[src/rtl/pipe_hazard_if.sv]
// pipe_hazard_if: hazard inputs, pipeline enables/flushes, MUL/DIV handshake and perf counters of the scheduler.
interface pipe_hazard_if #(parameter int PERF_W = 32);
    logic [4:0]        IF_ID_rs1, IF_ID_rs2, ID_EX_rd;
    logic [1:0]        ID_EX_WDSel;
    logic              ID_EX_md_op, EX_branch_taken, md_done;
    logic              PC_we, IF_ID_we, IF_ID_flush, ID_EX_we, ID_EX_flush, EX_MEM_flush;
    logic              md_start, md_busy, md_err;
    logic [PERF_W-1:0] perf_lu, perf_md, perf_br;
    modport master (
        output IF_ID_rs1, IF_ID_rs2, ID_EX_rd, ID_EX_WDSel, ID_EX_md_op, EX_branch_taken, md_done,
        input  PC_we, IF_ID_we, IF_ID_flush, ID_EX_we, ID_EX_flush, EX_MEM_flush,
        input  md_start, md_busy, md_err, perf_lu, perf_md, perf_br
    );
    modport slave (
        input  IF_ID_rs1, IF_ID_rs2, ID_EX_rd, ID_EX_WDSel, ID_EX_md_op, EX_branch_taken, md_done,
        output PC_we, IF_ID_we, IF_ID_flush, ID_EX_we, ID_EX_flush, EX_MEM_flush,
        output md_start, md_busy, md_err, perf_lu, perf_md, perf_br
    );
endinterface

[src/rtl/pipe_hazard_sched.sv]
// pipe_hazard_sched: stall/flush scheduler merging MUL/DIV freeze, branch redirect and load-use hazards.
// Define PIPE_PERF_CNT_EN to build the saturating performance counters.
module pipe_hazard_sched #(
    parameter int MD_TIMEOUT = 64,
    parameter int TO_W       = 16,
    parameter int PERF_W     = 32
) (
    input logic         clk,
    input logic         rst,
    pipe_hazard_if.slave hz
);
    typedef enum logic [1:0] {IDLE, START, WAIT, RELEASE} state_t;
    localparam logic [TO_W-1:0] TO_LAST = TO_W'(MD_TIMEOUT - 1);
    state_t          state_q;
    logic [TO_W-1:0] cnt_q;
    logic            err_q;
    logic            md_frz, br_c, lu_c, lu_hit;
    assign md_frz = (state_q == IDLE && hz.ID_EX_md_op && !hz.EX_branch_taken)
                  || state_q == START || state_q == WAIT;
    assign br_c   = hz.EX_branch_taken && !md_frz;
    assign lu_hit = hz.ID_EX_WDSel == 2'b01 && hz.ID_EX_rd != 5'd0
                  && (hz.ID_EX_rd == hz.IF_ID_rs1 || hz.ID_EX_rd == hz.IF_ID_rs2);
    assign lu_c   = lu_hit && !md_frz && !hz.EX_branch_taken;
    assign hz.PC_we        = !md_frz && !lu_c;
    assign hz.IF_ID_we     = !md_frz && !lu_c;
    assign hz.IF_ID_flush  = br_c;
    assign hz.ID_EX_we     = !md_frz;
    assign hz.ID_EX_flush  = br_c || lu_c;
    assign hz.EX_MEM_flush = md_frz;
    assign hz.md_start     = state_q == START;
    assign hz.md_busy      = state_q == START || state_q == WAIT;
    assign hz.md_err       = err_q;
    always_ff @(posedge clk or posedge rst) begin
        if (rst) begin
            state_q <= IDLE;
            cnt_q   <= '0;
            err_q   <= 1'b0;
        end else begin
            case (state_q)
                IDLE: if (hz.ID_EX_md_op && !hz.EX_branch_taken) state_q <= START;
                START: begin
                    cnt_q   <= '0;
                    state_q <= hz.md_done ? RELEASE : WAIT;
                end
                WAIT: begin
                    if (hz.md_done) state_q <= RELEASE;
                    else if (cnt_q == TO_LAST) begin
                        err_q   <= 1'b1;
                        state_q <= RELEASE;
                    end else cnt_q <= cnt_q + TO_W'(1);
                end
                default: state_q <= IDLE;
            endcase
        end
    end
`ifdef PIPE_PERF_CNT_EN
    logic [PERF_W-1:0] lu_q, md_q, br_q;
    always_ff @(posedge clk or posedge rst) begin
        if (rst) begin
            lu_q <= '0;
            md_q <= '0;
            br_q <= '0;
        end else begin
            if (lu_c && !(&lu_q)) lu_q <= lu_q + PERF_W'(1);
            if (md_frz && !(&md_q)) md_q <= md_q + PERF_W'(1);
            if (br_c && !(&br_q)) br_q <= br_q + PERF_W'(1);
        end
    end
    assign hz.perf_lu = lu_q;
    assign hz.perf_md = md_q;
    assign hz.perf_br = br_q;
`else
    assign hz.perf_lu = {PERF_W{1'b0}};
    assign hz.perf_md = {PERF_W{1'b0}};
    assign hz.perf_br = {PERF_W{1'b0}};
`endif
endmodule

[src/flat_wrapper.sv]
// flat-port wrapper written by rule: the top's interface ports become plain ports
module pipe_hazard_sched_flat 
#(
    parameter int MD_TIMEOUT = 64,
    parameter int TO_W       = 16,
    parameter int PERF_W     = 32
)
  (clk, rst, hz_IF_ID_rs1, hz_IF_ID_rs2, hz_ID_EX_rd, hz_ID_EX_WDSel, hz_ID_EX_md_op, hz_EX_branch_taken, hz_md_done, hz_PC_we, hz_IF_ID_we, hz_IF_ID_flush, hz_ID_EX_we, hz_ID_EX_flush, hz_EX_MEM_flush, hz_md_start, hz_md_busy, hz_md_err, hz_perf_lu, hz_perf_md, hz_perf_br);
  pipe_hazard_if #(.PERF_W(PERF_W)) hz_i ();
  input logic clk;
  input logic rst;
  input wire logic [$bits(hz_i.IF_ID_rs1)-1:0] hz_IF_ID_rs1;
  input wire logic [$bits(hz_i.IF_ID_rs2)-1:0] hz_IF_ID_rs2;
  input wire logic [$bits(hz_i.ID_EX_rd)-1:0] hz_ID_EX_rd;
  input wire logic [$bits(hz_i.ID_EX_WDSel)-1:0] hz_ID_EX_WDSel;
  input wire logic [$bits(hz_i.ID_EX_md_op)-1:0] hz_ID_EX_md_op;
  input wire logic [$bits(hz_i.EX_branch_taken)-1:0] hz_EX_branch_taken;
  input wire logic [$bits(hz_i.md_done)-1:0] hz_md_done;
  output wire logic [$bits(hz_i.PC_we)-1:0] hz_PC_we;
  output wire logic [$bits(hz_i.IF_ID_we)-1:0] hz_IF_ID_we;
  output wire logic [$bits(hz_i.IF_ID_flush)-1:0] hz_IF_ID_flush;
  output wire logic [$bits(hz_i.ID_EX_we)-1:0] hz_ID_EX_we;
  output wire logic [$bits(hz_i.ID_EX_flush)-1:0] hz_ID_EX_flush;
  output wire logic [$bits(hz_i.EX_MEM_flush)-1:0] hz_EX_MEM_flush;
  output wire logic [$bits(hz_i.md_start)-1:0] hz_md_start;
  output wire logic [$bits(hz_i.md_busy)-1:0] hz_md_busy;
  output wire logic [$bits(hz_i.md_err)-1:0] hz_md_err;
  output wire logic [$bits(hz_i.perf_lu)-1:0] hz_perf_lu;
  output wire logic [$bits(hz_i.perf_md)-1:0] hz_perf_md;
  output wire logic [$bits(hz_i.perf_br)-1:0] hz_perf_br;
  assign hz_i.IF_ID_rs1 = hz_IF_ID_rs1;
  assign hz_i.IF_ID_rs2 = hz_IF_ID_rs2;
  assign hz_i.ID_EX_rd = hz_ID_EX_rd;
  assign hz_i.ID_EX_WDSel = hz_ID_EX_WDSel;
  assign hz_i.ID_EX_md_op = hz_ID_EX_md_op;
  assign hz_i.EX_branch_taken = hz_EX_branch_taken;
  assign hz_i.md_done = hz_md_done;
  assign hz_PC_we = hz_i.PC_we;
  assign hz_IF_ID_we = hz_i.IF_ID_we;
  assign hz_IF_ID_flush = hz_i.IF_ID_flush;
  assign hz_ID_EX_we = hz_i.ID_EX_we;
  assign hz_ID_EX_flush = hz_i.ID_EX_flush;
  assign hz_EX_MEM_flush = hz_i.EX_MEM_flush;
  assign hz_md_start = hz_i.md_start;
  assign hz_md_busy = hz_i.md_busy;
  assign hz_md_err = hz_i.md_err;
  assign hz_perf_lu = hz_i.perf_lu;
  assign hz_perf_md = hz_i.perf_md;
  assign hz_perf_br = hz_i.perf_br;
  pipe_hazard_sched #(.MD_TIMEOUT(MD_TIMEOUT), .TO_W(TO_W), .PERF_W(PERF_W)) u_core (.clk(clk), .rst(rst), .hz(hz_i));
endmodule
[config.mk]
export PLATFORM = sky130hd
export DESIGN_NAME = pipe_hazard_sched_flat
export DESIGN_NICKNAME = d
export VERILOG_FILES = /design/src/rtl/pipe_hazard_if.sv /design/src/rtl/pipe_hazard_sched.sv /design/src/flat_wrapper.sv
export SDC_FILE = /design/constraint.sdc
export NUM_CORES = 1
export LEC_CHECK = 0
export CORE_ASPECT_RATIO = 1.25
export CORE_UTILIZATION = 29
export DETAILED_ROUTE_END_ITERATION = 16
export GPL_ROUTABILITY_DRIVEN = 0
export HOLD_SLACK_MARGIN = 0.03
export SYNTH_ARGS = -nofsm -noshare
export SYNTH_HDL_FRONTEND = slang
export SYNTH_SLANG_ARGS = --single-unit
[constraint.sdc]
create_clock -name clk -period 2.7 [get_ports clk]
set_input_delay 0.27 -clock clk [delete_from_list [all_inputs] [get_ports clk]]
set_output_delay 0.27 -clock clk [all_outputs]
set_load 0.02 [all_outputs]
# After elaboration in Yosys (flattened, before gate mapping)
# Index checks and enable logic that the tools add are counted.
# W data, S select, Z words.
[totals]
latch_bits = 0
wordCells = 46
regBits = 19
output_inout_bits = 105
rom_bits = 0
ramBits = 0
inputBits = 22
n_memories = 0
[classes]
magnitude_cmp = 0
n_div = 0
n_mul = 0
muxes = 8
reduce_logical = 23
eq_ne = 10
bitwise = 1
n_addsub = 1
n_shift = 0
[ops]
columns = ["cell", "n"]
rows = [
  ["$mux W16", 2],
  ["$pmux W16 S2", 1],
  ["$add A16 B1 Y16 const B", 1],
  ["$eq A16 B6 Y1 const B", 1],
  ["$eq A5 B5 Y1", 2],
  ["$logic_and A1 B1 Y1", 9],
  ["$mux W2", 3],
  ["$ne A2 B2 Y1 const B", 3],
  ["$pmux W2 S3", 1],
  ["$reduce_and A3 Y1", 2],
  ["$logic_or A1 B1 Y1", 5],
  ["$reduce_bool A5 Y1", 1],
  ["$eq A2 B1 Y1 const B", 2],
  ["$logic_not A1 Y1", 3],
  ["$ne A3 B3 Y1 const B", 1],
  ["$eq A2 B2 Y1 const B", 1],
  ["$logic_not A2 Y1", 1],
  ["$reduce_and A2 Y1", 1],
  ["$reduce_bool A2 Y1", 1],
  ["$mux W1", 1],
  ["$not A1 Y1", 1],
]

# Logic depth before layout (Yosys ltp)
[depth]
ltp_word = 10
mapped_depth = 7
ltp_nobuf = 6

# Worst setup path before layout
# OpenSTA, ideal clock, no wires.
[synth_timing]
kind = "register to output"
from = "register u_core.state_q[0]"
to = "output port hz_PC_we"
path_slack_ns = 0.613
path_buffers = 1
required_ns = 2.430
t_arrival_ns = 1.817
stages_incl_launch_ff = 6
path_cell_list = "dfrtp_1 > inv_1 > ha_1 > a311o_1 > a21oi_1 > buf_4"
[synth_via]
elab_chain_len = 10
elab_cells_between_ends = 12
classes_between = "eq/ne: 2; reduce/logical: 10"
[synth_lines]
columns = ["element", "line_no", "source"]
rows = [
  ["start, declared", "pipe_hazard_sched.sv:14", "state_t state_q;"],
  ["start signal, assigned", "pipe_hazard_sched.sv:43", "state_q <= hz.md_done ? RELEASE : WAIT;"],
  ["$logic_not A2 Y1", "pipe_hazard_sched.sv:18", "assign md_frz = (state_q == IDLE && hz.ID_EX_md_op && !hz.EX_branch_taken)"],
  ["$logic_and A1 B1 Y1 (2 in a row)", "pipe_hazard_sched.sv:18", ""],
  ["$logic_or A1 B1 Y1", "pipe_hazard_sched.sv:19", "|| state_q == START || state_q == WAIT;"],
  ["$logic_or A1 B1 Y1 (*)", "pipe_hazard_sched.sv:19", ""],
  ["via hz_EX_MEM_flush", "flat_wrapper.sv:24", "output wire logic [$bits(hz_i.EX_MEM_flush)-1:0] hz_EX_MEM_flush;"],
  ["$logic_not A1 Y1 (*)", "-", ""],
  ["$logic_and A1 B1 Y1 (2 in a row)", "pipe_hazard_sched.sv:23", "assign lu_c = lu_hit && !md_frz && !hz.EX_branch_taken;"],
  ["$logic_not A1 Y1", "-", ""],
  ["$logic_and A1 B1 Y1 (*)", "-", ""],
  ["end, declared", "flat_wrapper.sv:19", "output wire logic [$bits(hz_i.PC_we)-1:0] hz_PC_we;"],
]
# The timed path passes the listed nets; every way through them passes the cells marked *.

# Worst setup path in the final report
[layout_timing]
from = "input port hz_ID_EX_rd[0]"
to = "output port hz_PC_we"
[layout_via]
elab_chain_len = 7
elab_cells_between_ends = 10
classes_between = "eq/ne: 2; reduce/logical: 8"
[layout_lines]
columns = ["element", "line_no", "source"]
rows = [
  ["start, declared", "flat_wrapper.sv:14", "input wire logic [$bits(hz_i.ID_EX_rd)-1:0] hz_ID_EX_rd;"],
  ["$eq A5 B5 Y1 / $reduce_bool A5 Y1 (equally long branches)", "pipe_hazard_sched.sv:22, pipe_hazard_sched.sv:21", ""],
  ["$logic_or A1 B1 Y1 / $logic_and A1 B1 Y1 (equally long branches)", "pipe_hazard_sched.sv:22, pipe_hazard_sched.sv:21", ""],
  ["$logic_and A1 B1 Y1 (*)", "pipe_hazard_sched.sv:22", "&& (hz.ID_EX_rd == hz.IF_ID_rs1 || hz.ID_EX_rd == hz.IF_ID_rs2);"],
  ["$logic_and A1 B1 Y1 (*) (2 in a row)", "pipe_hazard_sched.sv:23", ""],
  ["$logic_not A1 Y1 (*)", "pipe_hazard_sched.sv:24", "assign hz.PC_we = !md_frz && !lu_c;"],
  ["$logic_and A1 B1 Y1 (*)", "pipe_hazard_sched.sv:24", ""],
]
# Mark *: on every way between the ends. The rest lies on a longest branch, timed or not.

==> impl_metrics.yaml <==
detailed_routing:
  m1WireLength_mm: 1.70
  detail-route-antenna-nets: 0
  wl_per_cell_um: 10.5
  vias: 1651
  drt-initial-drc-count: 56
  drcViolationCount: 0
  viasPerCell: 4.24
  first_pass_iters: 4
  top_layer: "met4"
  met2_length_mm: 2.03
  route.met3.wl_um: 345
  routed_wl_mm: 4.09
cts:
  clock_sinks: 19
  h-tree-depth: 1
  clk_path_buf_depth: 2
  cts_made_buffers: 3
  cts_root_buf: "clkbuf_8"
  cts_resized: 1
  post-cts-setup-buffers: 0
  clkLatencyLatePin_ns: 0.26
  cts_tree: "built"
  clk_pin_slew_worst_paths_ns: 0.07
  cts_hold_buf: 0
setup_path:
  startpoint: "hz_ID_EX_rd[0]"
  crit_slowest_cell: "clkdlybuf4s50_1"
  path_cells: "clkdlybuf4s50_1 > or4_1 > nor2_1 > nor4b_1 > a21oi_1 > clkdlybuf4s50_1"
  path_max_fanout: 3
  critical_path.endpoint_type: "output pin"
  worstPathArrival_ns: 2.31
  path_buf_inv: 2
  crit_type: "primary input to output pin"
  cpPeakStageDelay_ns: 0.63
  r2r-start: "u_core.state_q[1]"
  required_ns: 2.43
  crit_path_start_kind: "primary input"
  cp_common_cell: "clkdlybuf4s50_1"
  cp_top_family: "buffers and inverters"
synthesis:
  synth_seq_cells: 19
  ys_top_cells_by_area: "buf_4 34%, dfrtp_1 22%, nand2_1 4.1%"
  async_flop_share_pct: 100
  yosysTopAreaCell: "buf_4"
  synthCells: 270
  ys_types: 43
  ys.flop_type: "dfrtp_1"
  ys_seq_area_share_pct: 21.9
  synth_edf_count: 0
  syn_area_um2: 2170
  synth_top_area_share_pct: 33.5
  syn_area_per_cell_um2: 8.04
  yosys_warnings: 0
cells_and_area:
  multi_input_area_um2: 1260
  num-nets-final: 327
  drive_gt1_share_pct: 4.01
  utilization_pct: 31.7
  synthToLayoutAreaGrowth_pct: 3.86
  ff_latch_area_um2: 475
  fillers: 795
  antenna_cells: 0
global_route:
  overflow: 0
  grt_use_total_pct: 10.3
  grt_pass1_vias: 1426
  grt_max_degree: 20
  grt_pass1_wl_mm: 6.53
  grt_antenna_before_repair: 0
die:
  die_y_um: 98.7
  fp-row-count: 34
  dieArea_um2: 7840
  start_util_pct: 30.6
  core-area_um2: 7100
  ioPinCount: 127
  fp.dieW_um: 79.4
run:
  drv_cap: 0
placement:
  place_hpwl_mm: 3.19
  portBuffers: 30
outcome:
  status: "complete, no violations"
timing:
  worstMarginPinSlew_ns: 0.752
  post-route-period-util_pct: 95.6
  fin_skew_ns: 0.00263
  period_minus_slack_ns: 2.58
  setup_viol_count_final: 0
  max_slew_margin_pct: 49.8
  rsz0062_at_grt: "false"
  drv_slew: 0
  fmax_mhz: 387
  fin_tns_setup_ns: 0
  hold_violations: 0
power_and_ir_drop:
  power.density_nw_per_um2: 673
  ir_worst_vdd_mv: 0.501
  leakage_uw: 0.00103
min_path:
  hold_path.class: "primary input to async pin"
[flip-flops by register name, indices dropped and copies added (netlist names)]
name / flops
u_core.hz.md_err: 1
u_core.cnt_q: 16
u_core.state_q: 2
[stage by stage]
| step | setup slack, ns | power, uW | hold slack (ns) | area (um2) | instances |
|---|---|---|---|---|---|
| after detailed placement | 0.127 | 1320 | 0.468 | 2210 | 385 |
| after CTS | 0.121 | 1530 | 0.465 | 2250 | 389 |
| after global routing | 0.0427 | 1630 | 0.511 | 2250 | 389 |
| final | 0.118 | 1520 | 0.439 | 2250 | 389 |
| after floorplan | 0.613 | 1120 | 0.221 | 2530 | 365 |
| after global placement | 0.145 | 1310 | 0.467 | 2210 | 385 |
[path summary, 6_finish.rpt]
kind / end / slack (ns) / depth (start not counted)
max: hz_PC_we / 0.12 / 6
min: u_core.cnt_q[7] / 0.44 / 2
max reg2reg: u_core.cnt_q[4] / 0.64 / 5
min reg2reg: u_core.hz.md_err / 0.48 / 1
max in group asynchronous: u_core.cnt_q[8] / 1.79 / 2
min in group clk: u_core.hz.md_err / 0.48 / 1
[cell usage after synthesis, types with 7 or more instances]
| cell | number |
|---|---|
| a21oi_1 | 7 |
| buf_4 | 97 |
| dfrtp_1 | 19 |
| inv_1 | 11 |
| nand2_1 | 24 |
| nand3_1 | 7 |
| nor2_1 | 11 |
| nor3_1 | 8 |
| o21ai_0 | 11 |
| xnor2_1 | 10 |
[cells by family (layout without fill, tap and decap cells)]
kind of cell	count (synthesis)	after routing	synth area share, %
buf+inv	114	48	36.5
compound gates	43	43	13.7
flops	19	19	21.9
fa+ha+maj	5	5	2.88
xor+xnor	10	10	4.03
other cells	1	96	0.173
simple gates	73	73	18.5
mux	5	5	2.31
[layer usage]
metal / global-route usage (%) / vias up
met1: 12.2 / 765
met3: 3.15 / 2
met2: 18.0 / 92
li1: - / 792
met4: 2.66 / 0
met5: 0 / -
[layout make-up]
| type | instances | share of cell area, % |
|---|---|---|
| multi-input combinational | 232 | 55.8 |
| inverter | 11 | 1.83 |
| timing repair buffer | 33 | 14.3 |
| clock buffer | 4 | 2.00 |
| sequential | 19 | 21.1 |
| tap | 90 | 4.99 |
[power breakdown]
| part | total [uW] | switching, uW | internal [uW] |
|---|---|---|---|
| Combinational | 983 | 646 | 336 |
| Sequential | 331 | 24.8 | 307 |
| Clock | 204 | 98.9 | 105 |
[cell usage in the layout, fill, tap and decap left out, types with 2 or more instances in the layout]
master            n
conb_1           96
clkdlybuf4s50_1  29
nand2_1          24
dfrtp_1          19
inv_1            11
nor2_1           11
o21ai_0          11
xnor2_1          10
nor3_1            8
nand3_1           7
a21oi_1           7
mux2i_1           5
ha_1              5
a21o_1            4
a211oi_1          4
nor4b_1           4
nand3b_1          3
nor4_1            3
clkbuf_8          3
buf_4             3
nand4b_1          2
nand4_1           2
o2bb2ai_1         2
a211o_1           2
a22o_1            2
nand2b_1          2
o211ai_1          2
Note: power is estimated with default switching activity, not from simulation.
